## config.mk

```make
export PLATFORM = sky130hd
export DESIGN_NAME = shift_add_mult_seq
export DESIGN_NICKNAME = d
export VERILOG_FILES = /design/src/rtl/shift_add_mult_seq.sv
export SDC_FILE = /design/constraint.sdc
export NUM_CORES = 1
export LEC_CHECK = 0
export CAP_MARGIN = 40
export CORE_AREA = 2 2 57 59
export CTS_CLUSTER_SIZE = 8
export DETAILED_ROUTE_END_ITERATION = 7
export DIE_AREA = 0 0 59 61
export GPL_TIMING_DRIVEN = 0
export PLACE_DENSITY = 0.81
export SLEW_MARGIN = 20
export SYNTH_ARGS = -nofsm -noshare
export SYNTH_HDL_FRONTEND = slang
export SYNTH_SLANG_ARGS = --single-unit
```

## constraint.sdc

```tcl
create_clock -name CK -period 2.1 [get_ports CK]
set_input_delay 0.315 -clock CK [delete_from_list [all_inputs] [get_ports CK]]
set_output_delay 0.315 -clock CK [all_outputs]
set_load 0.005 [all_outputs]
```

## src/rtl/shift_add_mult_seq.sv

```systemverilog
`default_nettype none
// ============================================================================
// Module   : shift_add_mult_seq
// Purpose  : Sequential shift-add multiplier, WIDTH x WIDTH -> 2*WIDTH,
//            unsigned or two's-complement per operation, START/READY/DONE.
// Revision : 1.0 - initial release
// ============================================================================
module shift_add_mult_seq #(
    parameter int WIDTH = 4,
    parameter int CW    = $clog2(WIDTH)
) (
    input  logic               CK,
    input  logic               RST,
    input  logic               START,
    input  logic               SIGNED_MODE,
    input  logic [WIDTH-1:0]   A,
    input  logic [WIDTH-1:0]   B,
    output logic [2*WIDTH-1:0] P,
    output logic               READY,
    output logic               BUSY,
    output logic               DONE,
    output logic [CW-1:0]      CNT
);

    localparam logic [0:0]    ST_IDLE     = 1'b0;
    localparam logic [0:0]    ST_RUN      = 1'b1;
    localparam logic [CW-1:0] C_LAST_STEP = CW'(WIDTH - 1);

    logic [0:0]         r_state_q, w_state_d;
    logic [WIDTH-1:0]   r_areg_q,  w_areg_d;
    logic [WIDTH-1:0]   r_lo_q,    w_lo_d;
    logic [WIDTH:0]     r_hi_q,    w_hi_d;
    logic               r_mode_q,  w_mode_d;
    logic [CW-1:0]      r_cnt_q,   w_cnt_d;
    logic [2*WIDTH-1:0] r_p_q,     w_p_d;
    logic               r_done_q,  w_done_d;

    logic               w_at_last_cnt;
    logic               w_last_step;
    logic [WIDTH:0]     w_addend;
    logic [WIDTH:0]     w_sum;
    logic [WIDTH:0]     w_hi_shift;
    logic [WIDTH-1:0]   w_lo_shift;

    // ------------------------------------------------------------------------
    // State register
    // ------------------------------------------------------------------------
    always_ff @(posedge CK) begin
        if (RST) begin
            r_state_q <= ST_IDLE;
        end else begin
            r_state_q <= w_state_d;
        end
    end

    // ------------------------------------------------------------------------
    // Next-state logic
    // ------------------------------------------------------------------------
    always_comb begin
        w_state_d = r_state_q;
        case (r_state_q)
            ST_IDLE: if (START)       w_state_d = ST_RUN;
            ST_RUN:  if (w_last_step) w_state_d = ST_IDLE;
            default:                  w_state_d = ST_IDLE;
        endcase
    end

    // ------------------------------------------------------------------------
    // Outputs
    // ------------------------------------------------------------------------
    always_comb begin
        READY = (r_state_q == ST_IDLE);
        BUSY  = (r_state_q != ST_IDLE);
        DONE  = r_done_q;
        CNT   = r_cnt_q;
        P     = r_p_q;
    end

    // ------------------------------------------------------------------------
    // One multiply step: conditional add (or subtract of the sign-bit weight
    // on the last signed step), then a one-bit right shift of {HI,LO}.
    // ------------------------------------------------------------------------
    always_comb begin
        w_at_last_cnt = (r_cnt_q == C_LAST_STEP);
        w_last_step   = (r_state_q == ST_RUN) && w_at_last_cnt;

        if (!r_lo_q[0]) begin
            w_addend = '0;
        end else if (r_mode_q) begin
            w_addend = {r_areg_q[WIDTH-1], r_areg_q};
        end else begin
            w_addend = {1'b0, r_areg_q};
        end

        if (r_mode_q && w_at_last_cnt) begin
            w_sum = r_hi_q - w_addend;
        end else begin
            w_sum = r_hi_q + w_addend;
        end

        w_hi_shift = {r_mode_q & w_sum[WIDTH], w_sum[WIDTH:1]};
        w_lo_shift = {w_sum[0], r_lo_q[WIDTH-1:1]};
    end

    // ------------------------------------------------------------------------
    // Datapath next-state
    // ------------------------------------------------------------------------
    always_comb begin
        w_areg_d = r_areg_q;
        w_lo_d   = r_lo_q;
        w_hi_d   = r_hi_q;
        w_mode_d = r_mode_q;
        w_cnt_d  = r_cnt_q;
        w_p_d    = r_p_q;
        w_done_d = 1'b0;

        case (r_state_q)
            ST_IDLE: begin
                if (START) begin
                    w_areg_d = A;
                    w_lo_d   = B;
                    w_mode_d = SIGNED_MODE;
                    w_hi_d   = '0;
                    w_cnt_d  = '0;
                end
            end
            ST_RUN: begin
                w_hi_d = w_hi_shift;
                w_lo_d = w_lo_shift;
                if (w_last_step) begin
                    w_cnt_d  = '0;
                    w_p_d    = {w_hi_shift[WIDTH-1:0], w_lo_shift};
                    w_done_d = 1'b1;
                end else begin
                    w_cnt_d  = r_cnt_q + 1'b1;
                end
            end
            default: begin
                w_cnt_d = '0;
            end
        endcase
    end

    // ------------------------------------------------------------------------
    // Datapath registers
    // ------------------------------------------------------------------------
    always_ff @(posedge CK) begin
        if (RST) begin
            r_areg_q <= '0;
            r_lo_q   <= '0;
            r_hi_q   <= '0;
            r_mode_q <= 1'b0;
            r_cnt_q  <= '0;
            r_p_q    <= '0;
            r_done_q <= 1'b0;
        end else begin
            r_areg_q <= w_areg_d;
            r_lo_q   <= w_lo_d;
            r_hi_q   <= w_hi_d;
            r_mode_q <= w_mode_d;
            r_cnt_q  <= w_cnt_d;
            r_p_q    <= w_p_d;
            r_done_q <= w_done_d;
        end
    end

endmodule
`default_nettype wire

```

[Yosys cells after proc, flatten, opt, wreduce, memory -nomap -nowiden]
Cells that the tools add are included.
Storage, ports and cells
  flip-flop bits (word level): 26
  logic and storage cells: 34
  output and inout port bits: 13
Operators by class
  reduce and logical (&&, ||, !) cells: 5
  bitwise operators: 2
  multiplexer cells: 14
  equality and inequality tests: 2
  $add $sub $neg: 3
Operators by type and width (number)
  5-bit 2-to-1 mux: 4
  5-bit case mux with 2 select lines: 1
  4-bit case mux with 2 select lines: 1
  5-bit adder: 1
  5-bit subtractor: 1
  2-bit 2-to-1 mux: 2
  4-bit 2-to-1 mux: 1
  2-bit case mux with 2 select lines: 1
  2-bit AND reduction: 2
  1-bit 2-to-1 mux: 3
  2-bit by 1-bit adder with 2-bit output (second input constant): 1
  2-bit equality test (second input constant): 1
  1-bit logical AND: 2
  2-bit inequality test (second input constant): 1
  1-bit case mux with 2 select lines: 1
  2-bit OR reduction: 1
  1-bit AND: 1
  1-bit inverter: 1

[Logic depth before layout (Yosys ltp)]
  word-level depth: 6
  depth in mapped cells: 11
  gate-level depth less buffers: 11

[Worst setup path before layout]
OpenSTA, ideal clock, no wires.
  path kind: register to register
  start: reg r_lo_q[0]
  end: reg r_hi_q[4]
  cell stages (with the launch flop): 11
  path slack: -0.084 ns
  data required time: 2.013 ns
  arrival: 2.097 ns
  library setup time: 0.087 ns
  period minus slack after synthesis: 2.184 ns
  cells stage by stage: dfxtp_1 nand2_1 ha_1 nand2_1 o21ai_0 fa_1 nand2b_1 o2bb2ai_1 xnor2_1 xnor2_1 o31ai_1
Between the ends
  cells in the longest elaborated chain, start to end: 5
  elaborated cells between the ends (all ways): 6
Ends and longest elaborated chain
  from (decl): RTL line 31  | logic [WIDTH-1:0] r_lo_q, w_lo_d;
  from (signal assigned): RTL line 158  | r_lo_q <= w_lo_d;
  5-bit 2-to-1 mux (*): RTL line 87  | if (!r_lo_q[0]) begin
  5-bit adder / 5-bit subtractor (equally long branches): RTL line 98, 96
  5-bit 2-to-1 mux (*): RTL line 95  | if (r_mode_q && w_at_last_cnt) begin
  1-bit AND (*): RTL line 101  | w_hi_shift = {r_mode_q & w_sum[WIDTH], w_sum[WIDTH:1]};
  5-bit case mux with 2 select lines (*): RTL line 117  | case (r_state_q)
  to (signal assigned): RTL line 159  | r_hi_q <= w_hi_d;
  to (decl): RTL line 32  | logic [WIDTH:0] r_hi_q, w_hi_d;
Every way passes the cells marked *; elsewhere a longest branch is shown, timed or not.
A chain may end at the register's enable or synchronous reset.

[Final worst setup path]
  start: reg r_cnt_q[0], in the netlist CNT[0]
  end: reg r_hi_q[4]
Between the ends
  cells in the longest elaborated chain, start to end: 5
Ends and longest elaborated chain
  from (decl): RTL line 34  | logic [CW-1:0] r_cnt_q, w_cnt_d;
  from (signal assigned): RTL line 161  | r_cnt_q <= w_cnt_d;
  2-bit equality test: RTL line 84  | w_at_last_cnt = (r_cnt_q == C_LAST_STEP);
  1-bit logical AND: RTL line 95
  5-bit 2-to-1 mux: RTL line 95
  1-bit AND: RTL line 101
  5-bit case mux with 2 select lines: RTL line 117
No other way between the ends.

==> impl_metrics.csv <==
group,metric,value,unit
final_layout,num_antenna_cells,0,
sta,tightest_slew,0.486,ns
clocking,clock_sinks,26,
setup_path,start_kind,"flop",
grt,groute.layer.met2.usage,31.4,%
placed_design,routabilityCongestion,0.865,
sta,final_max_slew_viol_count,0,
placed_design,post-dp-hpwl,2.17,mm
route,dr.pass1.iters,4,
grt,antenna_found_initial,0,
status,outcome,"finished, violations left",
placed_design,place_ws,-0.292,ns
grt,grt.busiest_layer,"met2",
setup_path,criticalPathCategory,"flop to flop",
synth,yosysWarnings,0,
status,violations,"setup timing",
floorplanning,die_h,61,um
floorplanning,fp.dieW,59,um
grt,use_met1,21.2,%
clocking,cts-root-buf,"clkbuf_4",
grt,overflow,0,
setup_path,cp_slowest_cell,"dfxtp_4",
final_layout,fillers,263,
final_layout,nNetsFinal,202,
setup_path,crit_top_cell,"xnor2_1",
clocking,cts_buffer_depth,2,
power_and_ir_drop,leakage,0.668,nW
route,via_count,1164,
final_layout,multiInputGateArea,850,um2
setup_path,required,2.36,ns
final_layout,area.sequential,532,um2
setup_path,worstPathCellList,"ha_4 -> nand2_4 -> o31ai_1 -> xnor2_1 -> nand2_1 -> ha_4 -> nor2_2 -> o2bb2ai_4 -> xnor2_1 -> xnor2_1 -> o31ai_1",
sta,fin_skew,0.00400,ns
floorplanning,rows,20,
synth,synth.distinct_cells,32,
route,vias_per_cell,5.41,
sta,whs,0.416,ns
sta,timing.final.crit_share,101,%
final_layout,drive_gt1_share,20.9,%
power_and_ir_drop,pwr_density_cell,622,nW/um2
final_layout,area_growth,40.5,%
synth,async_flop_share,0,%
sta,post-route-min-period,2.13,ns
clocking,htreeDepth,1,
worst_hold_path,hp-class,"primary input to flop",
sta,fmax,470,MHz
placed_design,placed_cell_area,1560,um2
route,drt_iter0_drc,48,
sta,final-hold-violation-count,0,
grt,grt_usage,17.8,%
synth,ys_seq_area_share,40.6,%
setup_path,crit_path_end,"r_hi_q[4]",
sta,slew_headroom,67.6,%
grt,use_met3,2.13,%
job,cap_violations,0,
synth,synth_edf_count,0,
setup_path,cp-startpoint,"CNT[0]",
power_and_ir_drop,ir_worst_vdd,0.000320,V
clocking,clock_latency,0.33,ns
synth,synthCells,150,
clocking,clk_pin_slew_worst_paths,0.14,ns
setup_path,cpPeakStageDelay,0.39,ns
setup_path,cp.arrival,2.39,ns
sta,finalSetupViolCount,3,
setup_path,crit_fanout,4,
route,drt_wl_total,3.21,mm
synth,synthFlopType,"dfxtp_1",
final_layout,finish.utilization,61.0,%
setup_path,reg2reg_depth,11,
clocking,cts_tree,"yes",
sta,fin_tns_setup,-0.0688,ns
route,drc,0,
setup_path,reg2reg_from,"CNT[0]",
floorplanning,initial_core_util,43.4,%
sta,rsz0062_at_grt,"true",
clocking,cts_buffers,3,
route,routedWlPerCell,14.9,um
floorplanning,die-area,3600,um2
setup_path,reg2reg_slack,-0.03,ns
floorplanning,core_area,2950,um2
final_layout,design_area,1800,um2
grt,grt_pass1_wl,4.73,mm
synth,ys_seq_elements,26,
placed_design,io_buffers,23,
sta,setup_ws,-0.0293,ns
synth,synth_nets,169,
setup_path,endpoint_kind,"flop",
setup_path,rr_endpoint,"r_hi_q[4]",
route,ant_nets,0,
synth,avgSynthCellArea,8.55,um2
floorplanning,io_pins,25,
grt,grt_max_degree,16,
synth,netlist_area,1280,um2
grt,grt_pass1_vias,1064,
-- critical path, delay by kind of cell, from the launching register on --
kind / cells / cell delay (ns)
adders and majority gates: 2 / 0.39
DFF: 1 / 0.39
AOI/OAI and AO/OA: 3 / 0.42
and+or+nand+nor: 3 / 0.39
xor gates and xnor gates: 3 / 0.46
-- final cells by class --
class	count	area share [%]
plain buffers	7	1.60
clock buffers	3	1.25
well taps	33	2.29
repair buffers	28	14.9
inverters	8	1.67
multi-input cells	109	47.2
flip-flops and latches	26	29.5
clock inverters	1	1.67
-- layout by cell type (no fill, tap or decap), drive strengths merged --
master and count:
ha 6, a21o 1, nand2b 4, nand3b 2, o31a 1, xor2 2
o31ai 3, o2bb2ai 1, nand4 1, clkbuf 7, a2bb2oi 1, o311ai 2
nor2b 3, a21oi 12, fa 1, a211oi 4, nor2 24, clkdlybuf4s50 23
inv 8, dfxtp 26, a31oi 2, mux2i 8, nor3 3, nand3 1
o21ai 3, buf 8, bufinv 1, nor3b 2, xnor2 4, nand2 18
-- per-stage QoR --
| stage | std cells | total power, mW |
|---|---|---|
| 2_1_floorplan | 150 | 0.663 |
| 3_3_place_gp | 206 | 0.713 |
| 3_5_place_dp | 206 | 0.723 |
| 4_1_cts | 211 | 1.08 |
| 5_1_grt | 215 | 1.16 |
| 6_report | 215 | 1.12 |
-- synthesized netlist by cell type (3+ instances only) --
cell,number,area [um2]
a21oi_1,12,60.1
dfxtp_1,26,521
clkbuf_1,4,15.0
nor2_1,23,86.3
o21ai_0,3,15.0
o31ai_1,3,22.5
nand2b_1,4,25.0
nor2b_1,3,18.8
nor3_1,3,15.0
inv_1,6,22.5
xnor2_1,4,35.0
nand2_1,18,67.6
ha_1,6,75.1
a211oi_1,4,30.0
mux2i_1,8,80.1
-- how the worst min path moves through the flow --
stage | endpoint | cells after the start | start | slack [ns]
finish | P[6] | 2 | RST | 0.42
global route | P[6] | 2 | RST | 0.43
CTS | P[6] | 2 | RST | 0.40
detailed placement | P[5] | 2 | P[5] | 0.45
global placement | P[2] | 2 | P[2] | 0.44
floorplan | r_hi_q[3] | 2 | r_hi_q[3] | 0.43
-- sequential cells by signal, indices dropped and copies added, names as in the netlist --
signal    count
P             8
r_hi_q        5
r_areg_q      4
r_lo_q        4
CNT           2
BUSY          1
DONE          1
r_mode_q      1
-- power breakdown --
part	leakage [nW]	internal (mW)	switching (mW)
logic	0.426	0.119	0.111
registers	0.214	0.513	0.0249
clock network	0.0279	0.193	0.159
total	0.668	0.825	0.294
-- per-layer routing --
layer / up-vias / wire length [um]
met5: - / 0
met4: 0 / 50
met3: 6 / 139
met2: 35 / 1710
met1: 550 / 1310
li1: 573 / -
-- kinds of logic after synthesis --
family,Yosys count,synth area share (%)
AOI/OAI and AO/OA,30,16.8
and+or+nand+nor,58,20.3
buffers and inverters,15,4.58
xor gates and xnor gates,6,4.10
adders and majority gates,7,7.41
DFF,26,40.6
muxes,8,6.24
-- timing repair --
item | CTS | global route
hold buffers | 0 | 0
endpoints found under the setup margin | 6 | 5
setup buffers | 1 | 4
pin swaps | 6 | 14
gates resized for setup | 17 | 16
Power figures use the tool's default switching activity.
